==> config.mk <==
export PLATFORM = sky130hd
export DESIGN_NAME = parity_check_sched
export DESIGN_NICKNAME = d
export VERILOG_FILES = /design/src/rtl/parity_check_sched.sv
export SDC_FILE = /design/constraint.sdc
export NUM_CORES = 1
export LEC_CHECK = 0
export CAP_MARGIN = 30
export CORE_MARGIN = 2
export CORE_UTILIZATION = 45
export CTS_CLUSTER_SIZE = 12
export DETAILED_ROUTE_END_ITERATION = 8
export PLACE_DENSITY = 0.77
export SLEW_MARGIN = 20
export SYNTH_ARGS = -nofsm -noshare
export SYNTH_HDL_FRONTEND = slang
export SYNTH_SLANG_ARGS = --single-unit
==> constraint.sdc <==
create_clock -name clk -period 2 [get_ports clk]
set_input_delay 0.2 -clock clk [delete_from_list [all_inputs] [get_ports clk]]
set_output_delay 0.2 -clock clk [all_outputs]
set_load 0.02 [all_outputs]
==> src/rtl/parity_check_sched.sv <==
// Round-robin scheduler that time-shares one 3-input parity datapath among NREQ requesters.
// Each transaction runs IDLE->GRANT->DRIVE->SAMPLE->RESP, and mismatches feed a saturating counter.
module parity_check_sched #(
  parameter int NREQ  = 4,
  parameter int IDW   = 2,
  parameter int CNT_W = 16
) (
  input  logic               clk,
  input  logic               rst,
  input  logic [NREQ-1:0]    req,
  input  logic [3*NREQ-1:0]  req_ops,
  input  logic [NREQ-1:0]    req_exp,
  output logic [NREQ-1:0]    gnt,
  output logic               chk_a,
  output logic               chk_b,
  output logic               chk_c,
  input  logic               chk_res,
  output logic               done,
  output logic [IDW-1:0]     done_id,
  output logic               done_res,
  output logic               done_err,
  input  logic               err_clr,
  output logic [CNT_W-1:0]   err_cnt
);

  localparam logic [2:0] S_IDLE   = 3'd0;
  localparam logic [2:0] S_GRANT  = 3'd1;
  localparam logic [2:0] S_DRIVE  = 3'd2;
  localparam logic [2:0] S_SAMPLE = 3'd3;
  localparam logic [2:0] S_RESP   = 3'd4;

  // Pointer holds the last winner; resetting it to NREQ-1 lets requester 0 win first.
  localparam logic [IDW-1:0] PTR_RST = IDW'(NREQ - 1);

  logic [2:0]      state;
  logic [IDW-1:0]  ptr;
  logic [IDW-1:0]  cur_id;
  logic [2:0]      lat_ops;
  logic            lat_exp;

  logic            any;
  logic [IDW-1:0]  win;
  logic [NREQ-1:0] win_oh;
  logic [2:0]      win_ops;
  logic            win_exp;
  logic            inc;

  // Rotating search starting just above the last winner.
  always_comb begin
    any = 1'b0;
    win = '0;
    for (int i = 0; i < NREQ; i++) begin
      for (int j = 0; j < NREQ; j++) begin
        if (!any && req[j] && (j == (int'(ptr) + 1 + i) % NREQ)) begin
          any = 1'b1;
          win = IDW'(j);
        end
      end
    end
  end

  always_comb begin
    win_oh  = '0;
    win_ops = '0;
    win_exp = 1'b0;
    for (int j = 0; j < NREQ; j++) begin
      if (IDW'(j) == win) begin
        win_oh[j] = 1'b1;
        win_ops   = req_ops[3*j +: 3];
        win_exp   = req_exp[j];
      end
    end
  end

  assign inc = (state == S_RESP) && done_err;

  always_ff @(posedge clk) begin
    if (rst) begin
      state    <= S_IDLE;
      ptr      <= PTR_RST;
      cur_id   <= '0;
      lat_ops  <= '0;
      lat_exp  <= 1'b0;
      gnt      <= '0;
      chk_a    <= 1'b0;
      chk_b    <= 1'b0;
      chk_c    <= 1'b0;
      done     <= 1'b0;
      done_id  <= '0;
      done_res <= 1'b0;
      done_err <= 1'b0;
      err_cnt  <= '0;
    end else begin
      gnt  <= '0;
      done <= 1'b0;
      case (state)
        S_IDLE: if (any) begin
          state   <= S_GRANT;
          gnt     <= win_oh;
          ptr     <= win;
          cur_id  <= win;
          lat_ops <= win_ops;
          lat_exp <= win_exp;
        end
        S_GRANT: begin
          state <= S_DRIVE;
          {chk_a, chk_b, chk_c} <= lat_ops;
        end
        S_DRIVE:  state <= S_SAMPLE;
        S_SAMPLE: begin
          state    <= S_RESP;
          done     <= 1'b1;
          done_id  <= cur_id;
          done_res <= chk_res;
          done_err <= chk_res ^ lat_exp;
        end
        S_RESP:   state <= S_IDLE;
        default:  state <= S_IDLE;
      endcase
      // Clear wins over the old value, but a coincident mismatch still counts.
      if (err_clr)
        err_cnt <= inc ? CNT_W'(1) : '0;
      else if (inc && !(&err_cnt))
        err_cnt <= err_cnt + CNT_W'(1);
    end
  end

endmodule

==> metrics.cfg, run 1 <==
[status]
outcome=complete, no violations

[worst_setup_path]
cpLargestDelayFamily=compound AO/OA/AOI/OAI gates
worstSetupPathType=primary input to flip-flop
worstPathRequired_ns=2.22
slowest_delay_ns=0.56
cp_cell_sequence=clkdlybuf4s50_1 -> nor2b_1 -> o311a_1 -> mux2i_1 -> mux2_2 -> o21ai_1
crit_slowest_cell=o311a_1
crit_path_end_kind=flip-flop
crit_fanout=12
startpoint_type=primary input
critical_path_arrival_ns=2.00
crit_start=req[3]
path_buf_inv=1
regToRegStartpoint=err_cnt[2]

[yosys]
syn_nets=223
synth_fa_ha_area_share_pct=0.6757
syn_area_per_cell_sq_um=9.352
synth_edf_count=0
synth.mux.area_fraction_pct=10.54
seq_area_frac_synth_pct=42.16
synth_seq_cells=39
synth_compound_area_share_pct=6.554
post_synth_inst_count=198
async_flop_share_pct=0
synth-simple-area-share_pct=30.74
ys_warn_count=0
netlist.area_leader.share_pct=42.16
yosys.area_share.xor_xnor_pct=6.622
yosys.area.top_type=dfxtp_1
syn_area_sq_mm=0.001852
synth.distinct_cells=42
synth_area_leaders=dfxtp_1, mux2i_1, nor2_1
synth-main-ff-cell=dfxtp_1
synth_top_family_by_area=simple AND/OR/NAND/NOR gates

[sta]
period_needed_ns=1.784
finalSetupViolations=0
hold_viol_final=0
slew_headroom_pct=52.69
worstMarginPinSlew_ns=0.7086
fin_skew_ns=0.006750
rsz0062_at_grt=false
fmax_mhz=560.5
finalMaxSlewViolations=0
fin_hold_ws_ns=0.4951
min_period_over_period_pct=89.21

[layout]
design_area_sq_mm=0.002556
drive_gt1_share_pct=10.67
post-route-util_pct=64.37
layout_common_cells=clkdlybuf4s50_1, dfxtp_1, nor2_1
syn_to_final_growth_pct=38.04
final_common_cell=clkdlybuf4s50_1
num_antenna_cells=0
layout.nets=277

[cts]
root_buffer=clkbuf_8
clock_latency_ns=0.29
cts_resized=0
post_cts_buffers=0
clk_pin_slew_ns=0.07
clockBufferDepth=2
cts_tree=yes
holdBufCountCts=0
numCtsBuffers=5
clkSinkCount=39
cts_max_level=2

[power_and_ir_drop]
p_leak_nw=0.9257
power_frac_seq_pct=44.6
p_sw_share_pct=22.94
power.switching_mw=0.4424
clockPowerShare_pct=39.8
finalPower_mw=1.929
pwr-share-comb_pct=15.6
vdd_drop_max_v=0.0004762
power_density_mw_per_mm2=754.5
p_int_mw=1.486

[hold_path]
min_path_type=flip-flop to flip-flop
min_from=lat_ops[2]

[route]
drt-pass1-iter-count=4
via_count=1584
vias_per_cell=5.228
post_drt_wl_per_cell_um=12.78
post-route-drc-count=0
drt-total-wl_mm=3.873
ant_nets=0
first_iter_violations=80

[global_routing]
overflow=0
grt_pass1_vias=1509
grt_pass1_wl_mm=6.451
grt_max_degree=21
grt_usage_pct=18.43
antenna_found_initial=0

[die]
die_x_um=68.15
fp.coreArea_sq_mm=0.003971
die-area_sq_mm=0.004644
die_height_um=68.15
ios=52
start_util_pct=46.63
fp-row-count=23

[placement]
dpl_cell_area_sq_mm=0.002424
port_buffers=51
hpwlAfterDp_mm=2.819
place_congestion=0.8861

[flow_run]
maxCapViolations=0

-- synth_stat cells, types with 2 or more instances --
cell / count
or3_1: 4
nor3_2: 2
o21ai_1: 5
clkbuf_1: 5
mux2_2: 4
nor4_1: 3
nor2b_1: 5
nor3_1: 6
nand3_1: 6
dfxtp_1: 39
nand2_1: 6
nand4_1: 4
xor2_1: 4
nand3b_1: 5
or2_2: 2
buf_2: 4
o21ai_0: 4
inv_1: 3
a21oi_1: 5
or3b_1: 2
and3_1: 3
nor2_1: 34
mux2i_1: 15
xnor2_1: 10
-- metrics by stage --
stage | setup TNS (ns) | std cells | setup WS [ns]
finish | 0 | 303 | 0.2159
floorplan | 0 | 198 | 0.2847
global placement | 0 | 295 | 0.003003
global route | 0 | 303 | 0.01089
CTS | 0 | 303 | 0.2193
detailed placement | -0.4109 | 295 | -0.08660
-- registers in the layout (all words and copies together), names as in the netlist --
register / flops
chk_a: 1
chk_b: 1
chk_c: 1
cur_id: 2
done: 1
done_err: 1
done_id: 2
done_res: 1
err_cnt: 16
gnt: 4
lat_exp: 1
lat_ops: 3
ptr: 2
state: 3
-- worst reg2reg max path, cell delays in order, from the launching register on --
cell     delay [ns]
dfxtp_1        0.42
nand4_1        0.25
nor3_1         0.53
nand4_1        0.20
xor2_1         0.18
nor2_1         0.05
-- power groups by stage --
stage / clock (mW) / combinational (mW) / sequential, mW
2_1_floorplan: 0 / 0.190 / 0.876
3_3_place_gp: 0 / 0.295 / 0.879
3_5_place_dp: 0 / 0.303 / 0.878
4_1_cts: 0.779 / 0.304 / 0.861
5_1_grt: 0.818 / 0.331 / 0.865
6_report: 0.768 / 0.301 / 0.860
-- cell type report --
class / count / area, sq um
Sequential cell: 39 / 780.7
Timing Repair Buffer: 56 / 548.0
Tap cell: 50 / 62.56
Inverter: 3 / 11.26
Multi-Input combinational cell: 147 / 1021
Clock buffer: 6 / 72.57
Fill cell: 320 / 1415
Clock inverter: 2 / 60.06
-- kinds of logic after synthesis --
| logic type | count (synthesis) |
|---|---|
| simple gates | 94 |
| fa+ha+maj | 1 |
| compound gates | 19 |
| buf+inv | 12 |
| flops | 39 |
| mux | 19 |
| xor+xnor | 14 |
-- per-layer routing --
layer / vias to the layer above / global-route usage, % / wire (um)
li1: 807 / - / -
met1: 729 / 20.91 / 1736
met2: 41 / 32.40 / 1882
met3: 7 / 5.592 / 193
met4: 0 / 6.750 / 61
met5: - / 0 / 0
-- worst paths after layout --
kind                               endpoint  slack, ns  cells after the start
worst max-delay path                lat_exp       0.22                      6
worst min-delay path             lat_ops[2]       0.50                      2
worst max register to register  err_cnt[12]       0.25                      5
worst min register to register   lat_ops[2]       0.50                      2
(Power assumes the default switching activity.)
==> inputs of run 2 (changes only) <==
--- a/config.mk
+++ b/config.mk
@@ -6,12 +6,12 @@
 export NUM_CORES = 1
 export LEC_CHECK = 0
 export CAP_MARGIN = 30
-export CORE_MARGIN = 2
+export CORE_MARGIN = 3
 export CORE_UTILIZATION = 45
 export CTS_CLUSTER_SIZE = 12
 export DETAILED_ROUTE_END_ITERATION = 8
+export GPL_ROUTABILITY_DRIVEN = 1
 export PLACE_DENSITY = 0.77
-export SLEW_MARGIN = 20
 export SYNTH_ARGS = -nofsm -noshare
 export SYNTH_HDL_FRONTEND = slang
 export SYNTH_SLANG_ARGS = --single-unit
==> run 2 against run 1 <==
Effect of this change: total power down 13%; clock power fell by 34%; wire length up 3.1%; critical path depth did not move; first-iteration DRC count increased by 34%; non-clock buffer count increased by 2; register-to-register slack better by 0.04 ns; final area shrank 1.5%; sequential power about the same; critical endpoint is now lat_ops[1].
==> metrics.cfg, run 2 (synthesis gave the netlist of run 1 again) <==
[die]
die_height_um=70.15
fp-row-count=22
die_x_um=70.15
start_util_pct=48.75
die-area_sq_mm=0.004921
ios=52
fp.coreArea_sq_mm=0.003799

[cts]
numCtsBuffers=5
holdBufCountCts=0
post_cts_buffers=0
clock_latency_ns=0.30
cts_max_level=2
clk_pin_slew_ns=0.07
clockBufferDepth=2
clkSinkCount=39
cts_tree=yes
root_buffer=clkbuf_8
cts_resized=0

[route]
ant_nets=0
drt-total-wl_mm=3.994
post_drt_wl_per_cell_um=13.18
drt-pass1-iter-count=4
first_iter_violations=107
vias_per_cell=5.119
post-route-drc-count=0
via_count=1551

[sta]
slew_headroom_pct=51.58
setup_ws_ns=0.2452
period_needed_ns=1.755
finalSetupViolations=0
hold_viol_final=0
worstMarginPinSlew_ns=0.7252
fmax_mhz=569.9
fin_hold_ws_ns=0.4918
fin_skew_ns=0.01295
rsz0062_at_grt=false
finalMaxSlewViolations=0
min_period_over_period_pct=87.74

[placement]
pre_cts_slack_ns=-0.06480
place_congestion=0.7335
port_buffers=51
hpwlAfterDp_mm=2.993

[power_and_ir_drop]
p_sw_share_pct=26.16
pwr-share-comb_pct=18.4
power_frac_seq_pct=51.2
power_density_mw_per_mm2=667.4
p_int_mw=1.241
finalPower_mw=1.680
clockPowerShare_pct=30.3
vdd_drop_max_v=0.0004097
p_leak_nw=0.9124
power.switching_mw=0.4396

[global_routing]
grt_usage_pct=17.10
overflow=0
grt_pass1_vias=1463
grt_pass1_wl_mm=6.775
antenna_found_initial=0
grt_max_degree=23

[layout]
num_antenna_cells=0
layout.nets=279
drive_gt1_share_pct=10.98
largest_reg_flops=16
layout_common_cells=clkdlybuf4s50_1, dfxtp_1, nor2_1
biggestRegsByFlops=err_cnt x16, gnt x4
post-route-util_pct=66.27
regMostFlops=err_cnt
syn_to_final_growth_pct=35.95
final_common_cell=clkdlybuf4s50_1

[worst_setup_path]
crit_path_end_kind=flip-flop
worstPathRequired_ns=2.23
critical_path_arrival_ns=1.98
r2r_slack_ns=0.29
crit_fanout=11
startpoint_type=primary input
worstSetupPathType=primary input to flip-flop

[hold_path]
min_path_type=flip-flop to flip-flop

[flow_run]
maxCapViolations=0

[status]
outcome=complete, no violations

-- run 2: through the flow --
step                      setup TNS, ns  std cells  area (sq um)
after CTS                             0        303          2517
after global placement                0        295          2436
final                                 0        303          2517
after global routing                  0        303          2517
after floorplan                       0        198          1852
after detailed placement        -0.2662        295          2436
-- run 2: area by class of cell --
class | instances | area (sq um)
fill | 336 | 1281
multi-input combinational | 147 | 1021
sequential | 39 | 780.7
timing repair buffer | 58 | 563.0
clock buffer | 7 | 76.32
tap | 48 | 60.06
inverter | 3 | 11.26
clock inverter | 1 | 5.005
-- run 2: path summary, 6_finish.rpt --
path               from         end  cells past startpoint
max              req[3]  lat_ops[1]                      6
max reg2reg  err_cnt[2]  err_cnt[7]                      4
min reg2reg  lat_ops[2]  lat_ops[2]                      2
min          lat_ops[2]  lat_ops[2]                      2
-- run 2: layer usage --
layer | GRT usage [%] | part of all wire, % | vias to the layer above | wire length [um]
met5 | 0 | 0 | - | 0
met4 | 5.745 | 1.5 | 0 | 60
met3 | 5.324 | 4.3 | 6 | 172
met2 | 26.02 | 45 | 29 | 1793
met1 | 22.91 | 49 | 706 | 1968
li1 | - | - | 810 | -
-- run 2: power groups by stage --
stage          combinational [mW]  sequential, mW  clock [mW]
4_1_cts                     0.312           0.860       0.521
5_1_grt                     0.343           0.866       0.551
3_5_place_dp                0.311           0.877           0
3_3_place_gp                0.305           0.877           0
6_report                    0.310           0.861       0.510
2_1_floorplan               0.190           0.876           0
-- run 2: critical path: stages --
cell,delay (ns)
clkdlybuf4s50_1,0.53
nor2b_1,0.18
o311a_1,0.54
mux2i_1,0.14
mux2_2,0.28
o21ai_1,0.11
==> edit 1, RTL diff (flow settings as in run 2) <==
Set the parameter `IDW` to 4 (it was 2).
--- a/src/rtl/parity_check_sched.sv
+++ b/src/rtl/parity_check_sched.sv
@@ -3,5 +3,5 @@
 module parity_check_sched #(
   parameter int NREQ  = 4,
-  parameter int IDW   = 2,
+  parameter int IDW   = 4,
   parameter int CNT_W = 16
 ) (
Interface: changed (resized done_id); port bits go from 52 to 54. The function was not compared with the original's and may differ.
==> edit 1 against run 2 <==
Worst setup slack got worse by 0.048 ns; power increased by 11%; sequential cell count did not move; wire length up 4.7%; first-iteration DRC count fell by 10%; clock power up 34%; non-clock buffer count unchanged; sequential power hardly changed; area after synthesis fell by 0.14%; final area up 0.55%; synthesized cell count rose by 1.5%; critical path type is now flop to flop; largest cell class unchanged; highest routed layer unchanged.
==> edit 1: results (changes against run 2) <==
status: "complete, no violations"  # unchanged
clk_path_buf_depth: 2  # unchanged
synth_top_cells_by_count: "39 x dfxtp_1, 28 x nor2_1, 14 x mux2i_1"  # was 39 x dfxtp_1, 34 x nor2_1, 15 x mux2i_1
viasPerCell: 5.393  # was 5.119
critPathMaxFanout: 10  # was 11
synthTopCellsByArea: "dfxtp_1 42%, mux2i_1 7.6%, nor2_1 5.7%"  # was dfxtp_1 42%, mux2i_1 8.1%, nor2_1 6.9%
cp.arrival_ns: 2.04  # was 1.98 ns
ys_seq_area_share_pct: 42.22  # was 42.16%
cp_slowest_cell: "dfxtp_1"  # was o311a_1
grt_pass1_vias: 1511  # was 1,463
dpl.hpwl_um: 3105  # was 2993 µm
pre_cts_ws_ns: -0.1088  # was -0.06480 ns
grt_usage_pct: 18.19  # was 17.10%
irDropWorstVdd_mv: 0.4227  # was 0.4097 mV
slowest_delay_ns: 0.41  # was 0.54 ns
startpoint_type: "flop"  # was primary input
r2r_start: "err_cnt[1]"  # was err_cnt[2]
worst_pin_slew_ns: 0.5888  # was 0.7252 ns
antenna_found_initial: 0  # unchanged
detail_route.iter0.violations: 96  # was 107
fin_skew_ns: 0.003529  # was 0.01295 ns
cts_root_buf: "clkbuf_8"  # unchanged
clock_latency_ns: 0.30  # about the same
ys_types: 46  # was 42
final_nets: 281  # was 279
yosys_warnings: 0  # unchanged
cp_top_family: "simple AND/OR/NAND/NOR gates"  # was compound AO/OA/AOI/OAI gates
leakage_nw: 0.9620  # was 0.9124 nW
totalWireLength_um: 4180  # was 3994 µm
place.gp.congestion: 0.7613  # was 0.7335
layout-drive-gt1-share_pct: 9.728  # was 10.98%
[edit 1: changes by cell type after synthesis, moves of 4 or more]
cell	delta
nand4_1	-4
a21oi_1	+4
o21ai_1	+7
nor2_1	-6
xnor2_1	-7
o2111ai_1	+4
[edit 1: power by group]
group	switching (W)	internal [W]
clock	0.000279	0.000403
sequential	0.0000371	0.000822
combinational	0.000145	0.000173
[edit 1: kinds of logic after synthesis]
kind of cell / count (synthesis) / share of synthesized area [%]
other: 1 / 0.2028
adders and majority gates: 1 / 0.6765
buffers and inverters: 14 / 3.991
and+or+nand+nor: 81 / 24.36
muxes: 18 / 10.01
AOI/OAI and AO/OA: 37 / 13.80
xor gates and xnor gates: 10 / 4.736
DFF: 39 / 42.22
[edit 1: metal layers]
metal / global-route usage [%] / wire length [µm]
met3: 6.043 / 193
met2: 25.71 / 1906
met4: 7.234 / 77
met1: 25.31 / 2002
met5: 0 / 0
[edit 1: final cells by class]
cell class | count | area [µm²]
tap | 48 | 60.06
sequential | 39 | 780.7
timing repair buffer | 58 | 563.0
fill | 328 | 1267
clock inverter | 2 | 35.03
inverter | 3 | 11.26
clock buffer | 6 | 82.58
multi-input combinational | 149 | 998.5
[edit 1: through the flow]
step                area, µm²  instances  util [%]  power, W   TNS, ns
detailed placement       2414        297     63.54  0.001195   -0.4505
finish                   2531        305     66.63  0.001860         0
floorplan                1853        202         -  0.001073         0
CTS                      2531        305     66.63  0.001881         0
global route             2531        305     66.63  0.001944         0
global placement         2414        297     63.54  0.001188  -0.05461
[edit 1: final timing paths]
path,cells past startpoint,end,slack (ns)
hold reg to reg,2,lat_ops[2],0.48
setup reg to reg,6,err_cnt[0],0.20
hold / removal,2,lat_ops[2],0.48
setup / recovery,6,err_cnt[0],0.20
==> edit 2, RTL diff (config.mk and constraints of run 2) <==
Made on the original files. Put one more register stage on the output `err_cnt`, cleared by the reset. The value now appears one clock later. The other outputs are not delayed to match.
--- a/src/rtl/parity_check_sched.sv
+++ b/src/rtl/parity_check_sched.sv
@@ -32,4 +32,6 @@
   // Pointer holds the last winner; resetting it to NREQ-1 lets requester 0 win first.
   localparam logic [IDW-1:0] PTR_RST = IDW'(NREQ - 1);
+
+  logic [CNT_W-1:0] err_cnt_s0;
 
   logic [2:0]      state;
@@ -90,5 +92,5 @@
       done_res <= 1'b0;
       done_err <= 1'b0;
-      err_cnt  <= '0;
+      err_cnt_s0 <= '0;
     end else begin
       gnt  <= '0;
@@ -120,7 +122,15 @@
       // Clear wins over the old value, but a coincident mismatch still counts.
       if (err_clr)
-        err_cnt <= inc ? CNT_W'(1) : '0;
-      else if (inc && !(&err_cnt))
-        err_cnt <= err_cnt + CNT_W'(1);
+        err_cnt_s0 <= inc ? CNT_W'(1) : '0;
+      else if (inc && !(&err_cnt_s0))
+        err_cnt_s0 <= err_cnt_s0 + CNT_W'(1);
+    end
+  end
+
+  always_ff @(posedge clk) begin
+    if (rst) begin
+      err_cnt <= '0;
+    end else begin
+      err_cnt <= err_cnt_s0;
     end
   end
Check against the original RTL: not settled (the Yosys comparison gave no result); the edit may change what the design does.
==> edit 2 against run 2 <==
Sequential power up 38%; area after synthesis up 27%; power up 37%; worst hold slack better by 0.0041 ns; sequential share of layout area up 4.7 points; final area up 23%; wire length up 27%; sequential cell count up 16; core utilization down 3.0 points; die area up 25%; worst setup slack worse by 0.036 ns; critical endpoint is now err_cnt_s0[14]; largest power group unchanged; highest routed layer unchanged.
==> edit 2: results (changes against run 2) <==
ys_seq_area_share_pct: 46.81  # was 42.16%
reg_top3: "err_cnt: 16 flops, err_cnt_s0: 16 flops, gnt: 4 flops"  # was err_cnt: 16 flops, gnt: 4 flops
detail_route.iter0.violations: 93  # was 107
synth_async_sr_flop_share_pct: 0  # unchanged
cts_root_buf: "clkbuf_8"  # unchanged
io_buffers: 51  # unchanged
synthTopCellsByArea: "dfxtp_1 47%, nor2_1 5.9%, nor2b_1 4.5%"  # was dfxtp_1 42%, mux2i_1 8.1%, nor2_1 6.9%
layout-drive-gt1-share_pct: 10.16  # was 10.98%
clock_latency_ns: 0.31
final_nets: 329  # was 279
num_vias: 1967  # was 1,551
ys_types: 51  # was 42
setup_tns_ns: 0  # unchanged
dp.cells: 364  # was 295
syn_inst: 247  # was 198
irDropWorstVdd_mv: 0.4210  # was 0.4097 mV
cp_slowest_cell: "dfxtp_1"  # was o311a_1
grt_pass1_vias: 1833  # was 1,463
grt_usage_pct: 17.77  # was 17.10%
synthFlopType: "dfxtp_1"  # unchanged
slowest_delay_ns: 0.40  # was 0.54 ns
htree_levels: 2  # unchanged
cts_setup_buffers: 0  # unchanged
hp-class: "flop to flop"  # unchanged
dpl.hpwl_um: 3704  # was 2993 µm
grt_pass1_wl_um: 8611  # was 6775 µm
fin_skew_ns: 0.009505  # was 0.01295 ns
pre_cts_ws_ns: -0.03939  # was -0.06480 ns
path_clk_slew_ns: 0.10  # was 0.07 ns
place.gp.congestion: 0.8445  # was 0.7335
leakage_nw: 1.137  # was 0.9124 nW
maxSlewHeadroom_pct: 64.54  # was 51.58%
syn_nets: 272  # was 223
diodes: 0  # unchanged
postCtsResizedCells: 0  # unchanged
grt_max_degree: 41  # was 23
yosys_warnings: 0  # unchanged
status: "complete, no violations"  # unchanged
dr.pass1.iters: 4  # unchanged
wl_per_cell_um: 13.59  # was 13.18 µm
clk_path_buf_depth: 2  # unchanged
antenna_found_initial: 0  # unchanged
numCtsBuffers: 5  # unchanged
critPathMaxFanout: 5  # was 11
finalNonFillerCells: 372  # was 303
synth_top_cells_by_count: "55 x dfxtp_1, 37 x nor2_1, 17 x nor2b_1"  # was 39 x dfxtp_1, 34 x nor2_1, 15 x mux2i_1
## edit 2: cell types whose count changed in the layout (fill, tap and decap cells not counted), moves of 3 or more
cell	delta
dfxtp_1	+16
nor2b_1	+12
mux2i_1	-8
mux2_2	-4
or3_1	-4
buf_4	+3
mux2_4	+3
nand2b_1	+3
nand3_1	+3
nor2_1	+3
o221ai_1	+3
## edit 2: per-stage QoR
step,hold slack (ns),power [W],cell area (µm²),utilization (%)
6_report,0.4959,0.002306,3087,63.26
2_1_floorplan,0.3439,0.001430,2352,-
3_5_place_dp,0.4805,0.001560,2965,60.77
5_1_grt,0.5343,0.002421,3087,63.26
4_1_cts,0.4958,0.002329,3087,63.26
3_3_place_gp,0.4828,0.001552,2965,60.77
## edit 2: kinds of logic after synthesis
kind of cell / after synthesis / share of synthesized area (%)
simple gates: 118 / 28.72
compound gates: 35 / 10.96
xor+xnor: 14 / 5.213
flops: 55 / 46.81
buf+inv: 14 / 2.872
mux: 10 / 4.894
fa+ha+maj: 1 / 0.5318
## edit 2: routing by layer
| layer | vias to the layer above | track usage (%) | wire length [µm] |
|---|---|---|---|
| met4 | 0 | 5.070 | 55 |
| met3 | 5 | 5.161 | 259 |
| met2 | 61 | 29.37 | 2465 |
| li1 | 988 | - | - |
| met1 | 913 | 22.57 | 2273 |
| met5 | - | 0 | 0 |
## edit 2: final timing paths
check | from | endpoint | slack, ns | depth (start not counted)
setup / recovery | err_cnt_s0[1] | err_cnt_s0[14] | 0.21 | 6
hold / removal | lat_ops[2] | lat_ops[2] | 0.50 | 2
hold reg to reg | lat_ops[2] | lat_ops[2] | 0.50 | 2
setup reg to reg | err_cnt_s0[1] | err_cnt_s0[14] | 0.21 | 6
## edit 2: final cells by class
| cell class | count | area, µm² |
|---|---|---|
| clock buffer | 6 | 82.58 |
| sequential | 55 | 1101 |
| tap | 67 | 83.83 |
| clock inverter | 2 | 38.79 |
| inverter | 3 | 11.26 |
| multi-input combinational | 178 | 1184 |
| fill | 434 | 1793 |
| timing repair buffer | 61 | 585.6 |
## edit 2: critical path, delay by kind of cell (launching register included)
| kind | cells | cell delay [ns] |
|---|---|---|
| adders and majority gates | 1 | 0.21 |
| AOI/OAI and AO/OA | 2 | 0.34 |
| DFF | 1 | 0.40 |
| and+or+nand+nor | 3 | 0.74 |
## edit 2: power by group
group | switching (W) | total (W) | internal [W]
clock network | 0.000359 | 0.000771 | 0.000412
registers | 0.0000513 | 0.00119 | 0.00114
logic | 0.000161 | 0.000343 | 0.000182
